`src/rtl/pipe_pkg.sv`:
```
// -----------------------------------------------------------------------------
// pipe_pkg
// Shared definitions for the pipeline stage registers.
//   - state_e     : occupancy encoding of a pipe_skid_stage (value == count)
//   - *_bundle_t  : packed bundles carried between IF/ID/EX/MEM/WB
//   - *_WIDTH     : bundle widths, used to set WIDTH at instantiation
// -----------------------------------------------------------------------------
package pipe_pkg;

    // Encoding doubles as the occupancy count driven on the count port.
    typedef enum logic [1:0] {
        EMPTY = 2'd0,
        ONE   = 2'd1,
        FULL  = 2'd2
    } state_e;

    // IF -> ID
    typedef struct packed {
        logic [31:0] pc;
        logic [31:0] instr;
    } fd_bundle_t;

    // ID -> EX
    typedef struct packed {
        logic [31:0] pc;
        logic [31:0] rs1_val;
        logic [31:0] rs2_val;
        logic [31:0] imm;
        logic [4:0]  rd;
        logic [3:0]  alu_op;
        logic        mem_rd;
        logic        mem_wr;
        logic        reg_wr;
    } de_bundle_t;

    // EX -> MEM
    typedef struct packed {
        logic [31:0] alu_res;
        logic [31:0] store_data;
        logic [4:0]  rd;
        logic        mem_rd;
        logic        mem_wr;
        logic        reg_wr;
    } em_bundle_t;

    // MEM -> WB
    typedef struct packed {
        logic [31:0] wb_data;
        logic [4:0]  rd;
        logic        reg_wr;
    } mw_bundle_t;

    localparam int FD_WIDTH = $bits(fd_bundle_t);
    localparam int DE_WIDTH = $bits(de_bundle_t);
    localparam int EM_WIDTH = $bits(em_bundle_t);
    localparam int MW_WIDTH = $bits(mw_bundle_t);

endpackage : pipe_pkg

```
`src/rtl/pipe_skid_stage.sv`:
```
// -----------------------------------------------------------------------------
// pipe_skid_stage
// Generic pipeline stage register with valid/ready handshake, synchronous
// flush and an optional two-entry skid buffer.
//
// Parameters
//   WIDTH        width of the carried bundle
//   RESET_VALUE  value loaded into every data register on reset
//   SKID         1: main + skid register, in_ready is a flop
//                0: main register only, in_ready combinational from out_ready
//
// Ports
//   clk, reset_n         clock, asynchronous active-low reset
//   flush                synchronous flush, drops every held bundle
//   in_valid/in_ready    upstream handshake, in_data upstream bundle
//   out_valid/out_ready  downstream handshake, out_data = main register
//   count                bundles currently held (0..2)
// -----------------------------------------------------------------------------
module pipe_skid_stage
    import pipe_pkg::*;
#(
    parameter int               WIDTH       = 32,
    parameter logic [WIDTH-1:0] RESET_VALUE = '0,
    parameter bit               SKID        = 1'b1
) (
    input  logic             clk,
    input  logic             reset_n,
    input  logic             flush,
    input  logic             in_valid,
    output logic             in_ready,
    input  logic [WIDTH-1:0] in_data,
    output logic             out_valid,
    input  logic             out_ready,
    output logic [WIDTH-1:0] out_data,
    output logic [1:0]       count
);

    state_e           state_q, state_d;
    logic [WIDTH-1:0] main_q, main_d;
    logic             in_fire;
    logic             out_fire;

    assign out_valid = (state_q != EMPTY);
    assign out_data  = main_q;
    assign count     = state_q;

    assign in_fire   = in_valid && in_ready;
    assign out_fire  = out_valid && out_ready;

    if (SKID) begin : g_skid

        logic [WIDTH-1:0] skid_q, skid_d;
        logic             in_ready_q, in_ready_d;

        // NOTE: every variable gets its hold value first so no path through
        // the case leaves it unassigned; that is what keeps this a mux and
        // not a latch.
        always_comb begin
            state_d = state_q;
            main_d  = main_q;
            skid_d  = skid_q;

            case (state_q)
                EMPTY: begin
                    if (in_fire) begin
                        state_d = ONE;
                        main_d  = in_data;
                    end
                end
                ONE: begin
                    if (in_fire && out_fire) begin
                        main_d = in_data;
                    end else if (in_fire) begin
                        // Downstream stalled: park the new bundle behind main.
                        state_d = FULL;
                        skid_d  = in_data;
                    end else if (out_fire) begin
                        state_d = EMPTY;
                    end
                end
                FULL: begin
                    if (out_fire) begin
                        state_d = ONE;
                        main_d  = skid_q;
                    end
                end
                default: state_d = EMPTY;
            endcase

            // Flush wins: handshakes still complete at the ports but the
            // bundles are dropped, and data registers are left untouched.
            if (flush) begin
                state_d = EMPTY;
                main_d  = main_q;
                skid_d  = skid_q;
            end

            // Registered ready: looks only at the next state, never at the
            // current inputs, so upstream sees no combinational path.
            in_ready_d = (state_d != FULL);
        end

        // NOTE: sequential state uses non-blocking assignments so every flop
        // samples the pre-edge values regardless of statement order.
        // NOTE: the two data registers are reset as well, so out_data shows
        // RESET_VALUE after reset instead of X.
        always_ff @(posedge clk or negedge reset_n) begin
            if (!reset_n) begin
                state_q    <= EMPTY;
                main_q     <= RESET_VALUE;
                skid_q     <= RESET_VALUE;
                in_ready_q <= 1'b1;
            end else begin
                state_q    <= state_d;
                main_q     <= main_d;
                skid_q     <= skid_d;
                in_ready_q <= in_ready_d;
            end
        end

        assign in_ready = in_ready_q;

    end else begin : g_no_skid

        // Single register: can accept when empty or when it drains this cycle.
        assign in_ready = !out_valid || out_ready;

        always_comb begin
            state_d = state_q;
            main_d  = main_q;

            if (in_fire) begin
                state_d = ONE;
                main_d  = in_data;
            end else if (out_fire) begin
                state_d = EMPTY;
            end

            if (flush) begin
                state_d = EMPTY;
                main_d  = main_q;
            end
        end

        always_ff @(posedge clk or negedge reset_n) begin
            if (!reset_n) begin
                state_q <= EMPTY;
                main_q  <= RESET_VALUE;
            end else begin
                state_q <= state_d;
                main_q  <= main_d;
            end
        end

    end

endmodule : pipe_skid_stage

```
`config.mk`:
```
export PLATFORM = sky130hd
export DESIGN_NAME = pipe_skid_stage
export DESIGN_NICKNAME = d
export VERILOG_FILES = /design/src/rtl/pipe_pkg.sv /design/src/rtl/pipe_skid_stage.sv
export SDC_FILE = /design/constraint.sdc
export NUM_CORES = 1
export LEC_CHECK = 0
export BUFFER_PORTS_ARGS = -buffer_cell sky130_fd_sc_hd__clkbuf_2
export CORE_MARGIN = 4
export CORE_UTILIZATION = 53
export CTS_BUF_LIST = sky130_fd_sc_hd__clkbuf_16
export DETAILED_ROUTE_END_ITERATION = 16
export GPL_TIMING_DRIVEN = 0
export PLACE_DENSITY = 0.79
export REMOVE_ABC_BUFFERS = 1
export SYNTH_ARGS = -nofsm -noshare
export SYNTH_HDL_FRONTEND = slang
export SYNTH_SLANG_ARGS = --single-unit
```
`constraint.sdc`:
```
create_clock -name clk -period 2 [get_ports clk]
set_clock_uncertainty 0.15 [all_clocks]
set_input_delay 0 -clock clk [delete_from_list [all_inputs] [get_ports clk]]
set_output_delay 0 -clock clk [all_outputs]
set_load 0.01 [all_outputs]
```
==> results of run 1 <==
==> layer usage <==
metal | GRT usage (%) | vias to the layer above
met5 | 0 | -
met4 | 7.13 | 0
met3 | 6.85 | 15
met2 | 35.2 | 77
met1 | 25.5 | 1060
li1 | - | 1024
==> Yosys cell counts (all sizes together) <==
cell	number
dfrtp	66
a21oi	32
mux2	32
mux2i	32
nor2	32
buf	11
clkbuf	3
a31oi	2
nand3b	2
nand4b	2
a211o	1
a21o	1
dfstp	1
inv	1
nand2	1
nand2b	1
nand3	1
nand4bb	1
or2	1
or3	1
==> worst max-delay path: cells and delay by family, from the launching register on <==
kind | cells | cell delay, ns
buffers and inverters | 1 | 0.19
DFF | 1 | 0.59
muxes | 1 | 0.32
and+or+nand+nor | 2 | 0.56
==> layout make-up <==
class	instances	area, um2
Fill cell	353	1340
Inverter	1	3.75
Clock inverter	5	46.3
Multi-Input combinational cell	143	1220
Clock buffer	9	225
Tap cell	72	90.1
Sequential cell	67	1680
Timing Repair Buffer	115	868
==> power by group through the flow <==
stage / clock, mW / sequential (mW) / combinational, mW
after floorplan: 0 / 1.92 / 0.475
after global placement: 0 / 1.88 / 0.797
after detailed placement: 0 / 1.89 / 0.843
after CTS: 1.47 / 1.88 / 0.924
after global routing: 1.55 / 1.93 / 1.01
final: 1.46 / 1.89 / 0.926
==> flip-flops by register name, summed over array words and instances (netlist names) <==
register       count
g_skid.skid_q     32
out_data          32
count              2
in_ready           1
==> placed cells by master, fill, tap and decap left out, drive strengths merged <==
cell type     n
clkbuf       81
dfrtp        66
dlygate4sd3  37
mux2i        32
nor2         32
a21oi        32
mux2         32
buf           6
clkinv        4
a31oi         3
nand3b        2
nand4b        2
or2           1
nand2         1
nand3         1
a21o          1
nand4bb       1
nand2b        1
a211o         1
inv           1
or3           1
bufinv        1
dfstp         1
==> worst paths after layout <==
kind	from	to	slack (ns)	cells past startpoint
worst max-delay path	in_ready	g_skid.skid_q[0]	0.06	4
worst min-delay path	reset_n	out_data[23]	0.07	2
worst max register to register	in_ready	g_skid.skid_q[0]	0.06	4
worst min register to register	g_skid.skid_q[31]	g_skid.skid_q[31]	0.34	1
max in group asynchronous	reset_n	out_data[6]	1.10	3
min in group clk	in_data[31]	g_skid.skid_q[31]	0.30	3
==> per-stage QoR <==
stage | setup TNS, ns | utilization [%] | setup WS, ns | hold WS, ns | area (um2)
global route | 0 | 75.5 | 0.0165 | 0.101 | 4130
CTS | 0 | 75.4 | 0.0400 | 0.0702 | 4130
finish | 0 | 75.5 | 0.0596 | 0.0681 | 4130
global placement | -64.44 | 60.5 | -1.30 | 0.0666 | 3310
detailed placement | -8.45 | 62.5 | -0.293 | -0.132 | 3420
floorplan | -33.18 | - | -0.665 | -0.446 | 2860
==> kinds of logic after synthesis <==
family                 Yosys count  synth area share [%]
and+or+nand+nor                 42                  6.43
DFF                             67                  56.3
muxes                           64                  26.6
buffers and inverters           15                  4.07
AOI/OAI and AO/OA               36                  6.55
==> what timing repair did <==
item	in CTS	in global routing
setup buffers	2	0
pin swaps	2	1
hold buffers	37	0
gates resized for setup	2	1
setup endpoints to repair	52	33
cloned	1	0
endpoints found under the hold margin	134	0
==> impl_metrics.py, run 1 <==
metrics = {
    "finish": {
        "antennaDiodeCount": 0,
        "finalNonFillerCells": 412,
        "syn2layout_area_growth_pct": 38.8,
        "layout-drive-gt1-share_pct": 37.1,
        "nets": 374,
    },
    "global_routing": {
        "grt_pass1_wl_um": 11500,
        "first_global_vias": 2307,
        "track_usage_pct": 21.0,
        "grt_start_max_net_pins": 35,
        "antenna_found_initial": 0,
        "overflow": 0,
    },
    "timing": {
        "hold_viol_final": 0,
        "relSlewSlack_pct": 64.8,
        "tightest_slew_ns": 0.528,
        "rsz0062_at_grt": "no",
        "period_share_pct": 97.0,
        "fmax_ghz": 0.515,
        "setup_viol_count_final": 0,
        "min_period_ns": 1.94,
        "slew_violations": 0,
    },
    "yosys": {
        "synth_area_leader_cell": "dfrtp_1",
        "synth_cells": 224,
        "synth_area_um2": 2980,
        "synth-seq-cells": 67,
        "ys_seq_area_share_pct": 56.3,
        "ys_types": 24,
        "synth_area_leaders": "dfrtp_1 (55%), mux2_4 (15%), mux2i_1 (11%)",
        "yosysWarningCount": 0,
        "netlist.area_leader.share_pct": 55.4,
        "syn_avg_cell_area_um2": 13.3,
    },
    "floorplanning": {
        "io_pins": 73,
        "dieHeight_um": 83.0,
        "die_area_um2": 6880,
        "start_util_pct": 54.4,
        "core-area_um2": 5470,
        "rows": 27,
        "dieWidth_um": 83.0,
    },
    "worst_setup_path": {
        "cp.arrival_ns": 1.99,
        "critPathSlowestCell": "dfstp_2",
        "path_class": "reg -> reg",
        "cpPeakStageDelay_ns": 0.59,
        "endpoint_kind": "flip-flop",
        "crit_fanout": 17,
        "cp-start-kind": "flip-flop",
        "required_ns": 2.05,
        "path_cells": "nand4b_1, or3_4, buf_16, mux2_1",
    },
    "routing": {
        "top_layer": "met4",
        "wl_met1_um": 2910,
        "drc": 0,
        "dr_wl_met2_um": 3430,
        "wirelength_um": 6850,
        "wl_met3_um": 376,
        "post_drt_wl_per_cell_um": 16.6,
        "route.vias.total": 2176,
        "drt.antenna.violating_nets": 0,
        "vias_per_cell": 5.28,
        "drtIter0Drc": 58,
        "drt_pass1_iterations": 4,
    },
    "clock_tree": {
        "clkLatencyLatePin_ns": 0.32,
        "clk_pin_slew_ns": 0.05,
        "cts.sinks": 67,
        "cts_tree": "done",
        "cts_buffer_depth": 2,
        "root_buffer": "clkbuf_16",
        "cts_buffers": 9,
        "cts-htree-levels": 3,
    },
    "power": {
        "switching_share_pct": 25.9,
        "p_switching_mw": 1.11,
        "peakVddDrop_uv": 579,
        "power_mw": 4.27,
        "cellLeakagePower_nw": 2.20,
        "pwr-share-seq_pct": 44.2,
        "power_frac_comb_pct": 21.7,
        "pwr-share-clk_pct": 34.1,
        "p_int_mw": 3.16,
        "p_per_area_nw_per_um2": 1030,
    },
    "place": {
        "hpwl_um": 3960,
        "place_congestion": 0.738,
        "placed_cells": 358,
        "port-buffer-count": 72,
    },
    "run": {
        "maxCapViolCount": 0,
    },
    "run_status": {
        "outcome": "finished clean",
    },
    "min_path": {
        "hp-class": "in -> async",
    },
}
(Power assumes the default switching activity.)
==> inputs of run 2 (changes only) <==
--- a/config.mk
+++ b/config.mk
@@ -5,7 +5,7 @@
 export SDC_FILE = /design/constraint.sdc
 export NUM_CORES = 1
 export LEC_CHECK = 0
-export BUFFER_PORTS_ARGS = -buffer_cell sky130_fd_sc_hd__clkbuf_2
+export BUFFER_PORTS_ARGS = -buffer_cell sky130_fd_sc_hd__buf_2
 export CORE_MARGIN = 4
 export CORE_UTILIZATION = 53
 export CTS_BUF_LIST = sky130_fd_sc_hd__clkbuf_16
==> run 2 against run 1 <==
Compared with the run above:
- largest cell class unchanged
- sequential power barely moved
- sequential share of layout area did not move
- combinational power fell by 0.6%
- power rose by 0.91%
- fmax rose by 1.9%
- clock power rose by 3%
- count of clock-buffer cells in the layout did not move
- flip-flop and latch count did not move
- worst setup slack improved by 0.036 ns
- utilization did not move
- routed wire length rose by 0.82%
- worst hold slack improved by 0.10 ns
==> impl_metrics.py, run 2 (same netlist as run 1, synthesis figures left out) <==
metrics = {
    "power": {
        "peakVddDrop_uv": 675,
        "power_frac_comb_pct": 21.3,
        "cellLeakagePower_nw": 2.18,
        "pwr-share-clk_pct": 35.0,
        "p_switching_mw": 1.14,
        "pwr-share-seq_pct": 43.7,
        "p_int_mw": 3.18,
        "power_mw": 4.31,
        "switching_share_pct": 26.3,
        "p_per_area_nw_per_um2": 1040,
    },
    "worst_setup_path": {
        "crit_fanout": 16,
        "critPathSlowestCell": "dfstp_2",
        "cp-start-kind": "flip-flop",
        "path_cells": "nand4b_1, or3_4, buf_16, mux2_1",
        "endpoint_kind": "flip-flop",
        "cpPeakStageDelay_ns": 0.59,
        "cp-startpoint": "in_ready",
        "critPathTopFamily": "flip-flops",
        "path_class": "reg -> reg",
        "worst-path-buf-inv": 1,
        "rr_startpoint": "in_ready",
        "required_ns": 2.05,
        "cp.arrival_ns": 1.96,
    },
    "timing": {
        "relSlewSlack_pct": 44.5,
        "rsz0062_at_grt": "no",
        "setup_viol_count_final": 0,
        "fin_setup_tns_ns": 0,
        "tightest_slew_ns": 0.833,
        "slew_violations": 0,
        "min_period_ns": 1.90,
        "postLayoutSetupSlackWorst_ns": 0.0957,
        "hold_viol_final": 0,
        "period_share_pct": 95.2,
        "fmax_ghz": 0.525,
    },
    "clock_tree": {
        "clk_pin_slew_ns": 0.06,
        "cts.sinks": 67,
        "root_buffer": "clkbuf_16",
        "cts_buffers": 9,
        "cts_buffer_depth": 2,
        "cts_tree": "done",
        "cts-htree-levels": 3,
        "clkLatencyLatePin_ns": 0.33,
    },
    "floorplanning": {
        "die_area_um2": 6880,
        "io_pins": 73,
        "rows": 27,
        "dieWidth_um": 83.0,
        "core-area_um2": 5470,
        "dieHeight_um": 83.0,
        "start_util_pct": 54.4,
    },
    "place": {
        "placed_cells": 357,
        "port-buffer-count": 72,
        "hpwl_um": 3910,
        "place_congestion": 0.757,
        "place_ws_ns": -0.318,
    },
    "finish": {
        "layout-drive-gt1-share_pct": 37.6,
        "layout_commonest_cell": "buf_2",
        "nets": 373,
        "antennaDiodeCount": 0,
        "syn2layout_area_growth_pct": 38.8,
        "layout_common_cells": "buf_2 (71), dfrtp_1 (66), dlygate4sd3_1 (37)",
        "final_core_util_pct": 75.5,
        "finalNonFillerCells": 412,
    },
    "routing": {
        "drc": 0,
        "vias_per_cell": 5.36,
        "drtIter0Drc": 98,
        "post_drt_wl_per_cell_um": 16.8,
        "drt.antenna.violating_nets": 0,
        "route.vias.total": 2210,
        "drt_pass1_iterations": 4,
        "wirelength_um": 6910,
    },
    "run_status": {
        "outcome": "finished clean",
    },
    "min_path": {
        "hp-class": "in -> async",
    },
    "global_routing": {
        "first_global_vias": 2446,
        "grt_pass1_wl_um": 12000,
        "overflow": 0,
        "antenna_found_initial": 0,
        "grt_start_max_net_pins": 68,
        "track_usage_pct": 21.9,
    },
    "run": {
        "maxCapViolCount": 0,
    },
}
-- run 2: cell count changes in the layout (fill, tap and decap cells not counted), sizes merged --
cell	delta
clkbuf	-72
inv	+1
clkinvlp	+2
buf	+71
clkinv	-2
-- run 2: power groups by stage --
| stage | registers, mW | logic, mW | clock network, mW |
|---|---|---|---|
| after detailed placement | 1.88 | 0.845 | 0 |
| after floorplan | 1.92 | 0.475 | 0 |
| final | 1.88 | 0.920 | 1.51 |
| after global placement | 1.87 | 0.799 | 0 |
| after CTS | 1.88 | 0.927 | 1.52 |
| after global routing | 1.93 | 1.01 | 1.59 |
-- run 2: final timing paths --
check,to,slack [ns],cells after the start
max in group asynchronous,g_skid.skid_q[16],0.98,2
worst min-delay path,count[0],0.17,2
worst min register to register,g_skid.skid_q[0],0.35,1
min in group clk,g_skid.skid_q[31],0.30,3
worst max register to register,g_skid.skid_q[31],0.1,4
worst max-delay path,g_skid.skid_q[31],0.1,4
-- run 2: final cells by class --
type | count | area, um2
clock buffers | 9 | 225
clock inverters | 6 | 58.8
fillers | 352 | 1340
inverters | 1 | 3.75
multi-input cells | 143 | 1220
flip-flops and latches | 67 | 1680
well taps | 72 | 90.1
repair buffers | 114 | 856
-- run 2: worst register-to-register path: stages, from the launching register on --
cell      delay (ns)
dfstp_2         0.59
nand4b_1        0.14
or3_4           0.39
buf_16          0.19
mux2_1          0.32
-- run 2: repair_timing --
action / CTS / global route
buffers inserted: 2 / 0
setup endpoints to repair: 63 / 27
hold buffers: 37 / 0
gates cloned: 1 / 0
hold endpoints to repair: 133 / 0
pin swaps: 2 / 1
resized for setup: 2 / 1
-- run 2: metrics by stage --
stage	instance area, um2	hold slack (ns)
finish	4130	0.171
global route	4130	0.260
CTS	4130	0.210
detailed placement	3410	0.0111
global placement	3310	0.0638
floorplan	2860	-0.446
-- run 2: per-layer routing --
metal / track usage [%] / share of wire (%) / routed length, um
met3: 5.95 / 5.1 / 352
met1: 26.7 / 43 / 3000
met4: 8.62 / 1.9 / 129
met2: 37.0 / 50 / 3430
met5: 0 / 0 / 0
==> inputs of run 3 (changes only) <==
--- a/config.mk
+++ b/config.mk
@@ -11,6 +11,7 @@
 export CTS_BUF_LIST = sky130_fd_sc_hd__clkbuf_16
 export DETAILED_ROUTE_END_ITERATION = 16
 export GPL_TIMING_DRIVEN = 0
+export MAX_ROUTING_LAYER = met4
 export PLACE_DENSITY = 0.79
 export REMOVE_ABC_BUFFERS = 1
 export SYNTH_ARGS = -nofsm -noshare
==> run 3 against run 2 <==
Compared with the run above:
- critical endpoint unchanged
- highest routed layer unchanged
- flip-flop and latch count unchanged
- critical path depth unchanged
- utilization unchanged
- first-iteration DRC count decreased by 12%
- worst hold slack improved by 0.0058 ns
- largest power group unchanged
- worst setup slack about the same
- global-route usage increased by 0.59 points
- power decreased by 0.34%
==> impl_metrics.py, run 3 (same netlist as run 1, synthesis figures left out) <==
metrics = {
    "timing": {
        "relSlewSlack_pct": 44.1,
        "tightest_slew_ns": 0.839,
        "hold_viol_final": 0,
        "fmax_ghz": 0.525,
        "fin_hold_ws_ns": 0.176,
        "postLayoutSetupSlackWorst_ns": 0.0956,
        "min_period_ns": 1.90,
        "setup_viol_count_final": 0,
        "fin_setup_tns_ns": 0,
        "rsz0062_at_grt": "no",
        "slew_violations": 0,
        "period_share_pct": 95.2,
    },
    "worst_setup_path": {
        "cp.arrival_ns": 1.96,
        "required_ns": 2.05,
        "endpoint_kind": "flip-flop",
        "reg2reg_depth": 4,
        "crit_fanout": 16,
        "rr_startpoint": "in_ready",
        "timing.rr.end": "g_skid.skid_q[31]",
        "r2r_setup_slack_ns": 0.1,
        "path_class": "reg -> reg",
        "cp-start-kind": "flip-flop",
    },
    "global_routing": {
        "track_usage_pct": 22.5,
        "antenna_found_initial": 0,
        "grt_start_max_net_pins": 68,
        "first_global_vias": 2448,
        "grt_pass1_wl_um": 12000,
        "overflow": 0,
    },
    "clock_tree": {
        "cts_buffer_depth": 2,
        "cts-htree-levels": 3,
        "clk_pin_slew_ns": 0.05,
        "root_buffer": "clkbuf_16",
        "cts_tree": "done",
        "cts_buffers": 9,
        "cts.sinks": 67,
        "clkLatencyLatePin_ns": 0.32,
    },
    "power": {
        "p_per_area_nw_per_um2": 1040,
        "cellLeakagePower_nw": 2.18,
        "peakVddDrop_uv": 674,
    },
    "finish": {
        "nets": 373,
        "layout_commonest_cell": "buf_2",
        "layout_common_cells": "buf_2 (71), dfrtp_1 (66), dlygate4sd3_1 (37)",
        "layout-drive-gt1-share_pct": 37.6,
        "final_area_um2": 4130,
        "final_core_util_pct": 75.5,
        "syn2layout_area_growth_pct": 38.8,
        "antennaDiodeCount": 0,
    },
    "min_path": {
        "hp-class": "in -> async",
    },
    "routing": {
        "drt_pass1_iterations": 7,
        "route.vias.total": 2188,
        "drt.antenna.violating_nets": 0,
        "drc": 0,
        "drtIter0Drc": 86,
        "vias_per_cell": 5.31,
        "post_drt_wl_per_cell_um": 16.7,
        "wirelength_um": 6890,
    },
    "place": {
        "post_dp_cell_area_um2": 3410,
        "port-buffer-count": 72,
        "hpwl_um": 3910,
        "place_ws_ns": -0.318,
        "place_congestion": 0.767,
    },
    "floorplanning": {
        "dieWidth_um": 83.0,
        "rows": 27,
        "die_area_um2": 6880,
        "start_util_pct": 54.4,
        "dieHeight_um": 83.0,
        "core-area_um2": 5470,
        "io_pins": 73,
    },
    "run": {
        "maxCapViolCount": 0,
    },
    "run_status": {
        "outcome": "finished clean",
    },
}
## run 3: cell counts in the layout (fill, tap and decap cells not counted)
No cell type changed its count.
## run 3: metal layers
layer | GRT usage [%] | vias to the layer above | part of all wire (%)
met2 | 37.1 | 85 | 50
met4 | 9.96 | 0 | 2.3
met1 | 27.2 | 1074 | 43
li1 | - | 1012 | -
met5 | - | - | 0
met3 | 3.97 | 17 | 4.2
## run 3: power by group
| part | switching [mW] | internal [mW] |
|---|---|---|
| clock network | 0.545 | 0.947 |
| logic | 0.381 | 0.539 |
| registers | 0.194 | 1.69 |
| total | 1.12 | 3.18 |
## run 3: worst max-delay path: stages (launching register included)
cell	delay [ns]
dfstp_2	0.59
nand4b_1	0.14
or3_4	0.40
buf_16	0.19
mux2_1	0.31
## run 3: area by class of cell
type                       count  area, um2
clock buffer                   9        225
clock inverter                 6       58.8
fill                         352       1340
inverter                       1       3.75
multi-input combinational    143       1220
sequential                    67       1680
tap                           72       90.1
timing repair buffer         114        856
## run 3: how the worst max path moves through the flow
stage / cells past startpoint / from / slack, ns / to
final: 4 / in_ready / 0.1 / g_skid.skid_q[31]
after global routing: 5 / count[1] / 0.009 / out_data[13]
after CTS: 3 / in_ready / 0.05 / count[0]
after detailed placement: 4 / in_ready / -0.32 / g_skid.skid_q[31]
after global placement: 3 / in_ready / -1.29 / out_data[24]
after floorplan: 3 / in_ready / -0.66 / out_data[0]
## run 3: timing repair
| item | in CTS | in global routing |
|---|---|---|
| resized for setup | 2 | 1 |
| endpoints found under the hold margin | 133 | 0 |
| setup buffers | 2 | 0 |
| gates cloned | 1 | 0 |
| setup endpoints to repair | 63 | 27 |
| hold buffers | 37 | 0 |
| pin swaps | 2 | 1 |
## run 3: metrics by stage
step / power, mW / instances
6_report: 4.30 / 412
2_1_floorplan: 2.40 / 210
4_1_cts: 4.32 / 412
3_5_place_dp: 2.73 / 357
3_3_place_gp: 2.67 / 354
5_1_grt: 4.53 / 412
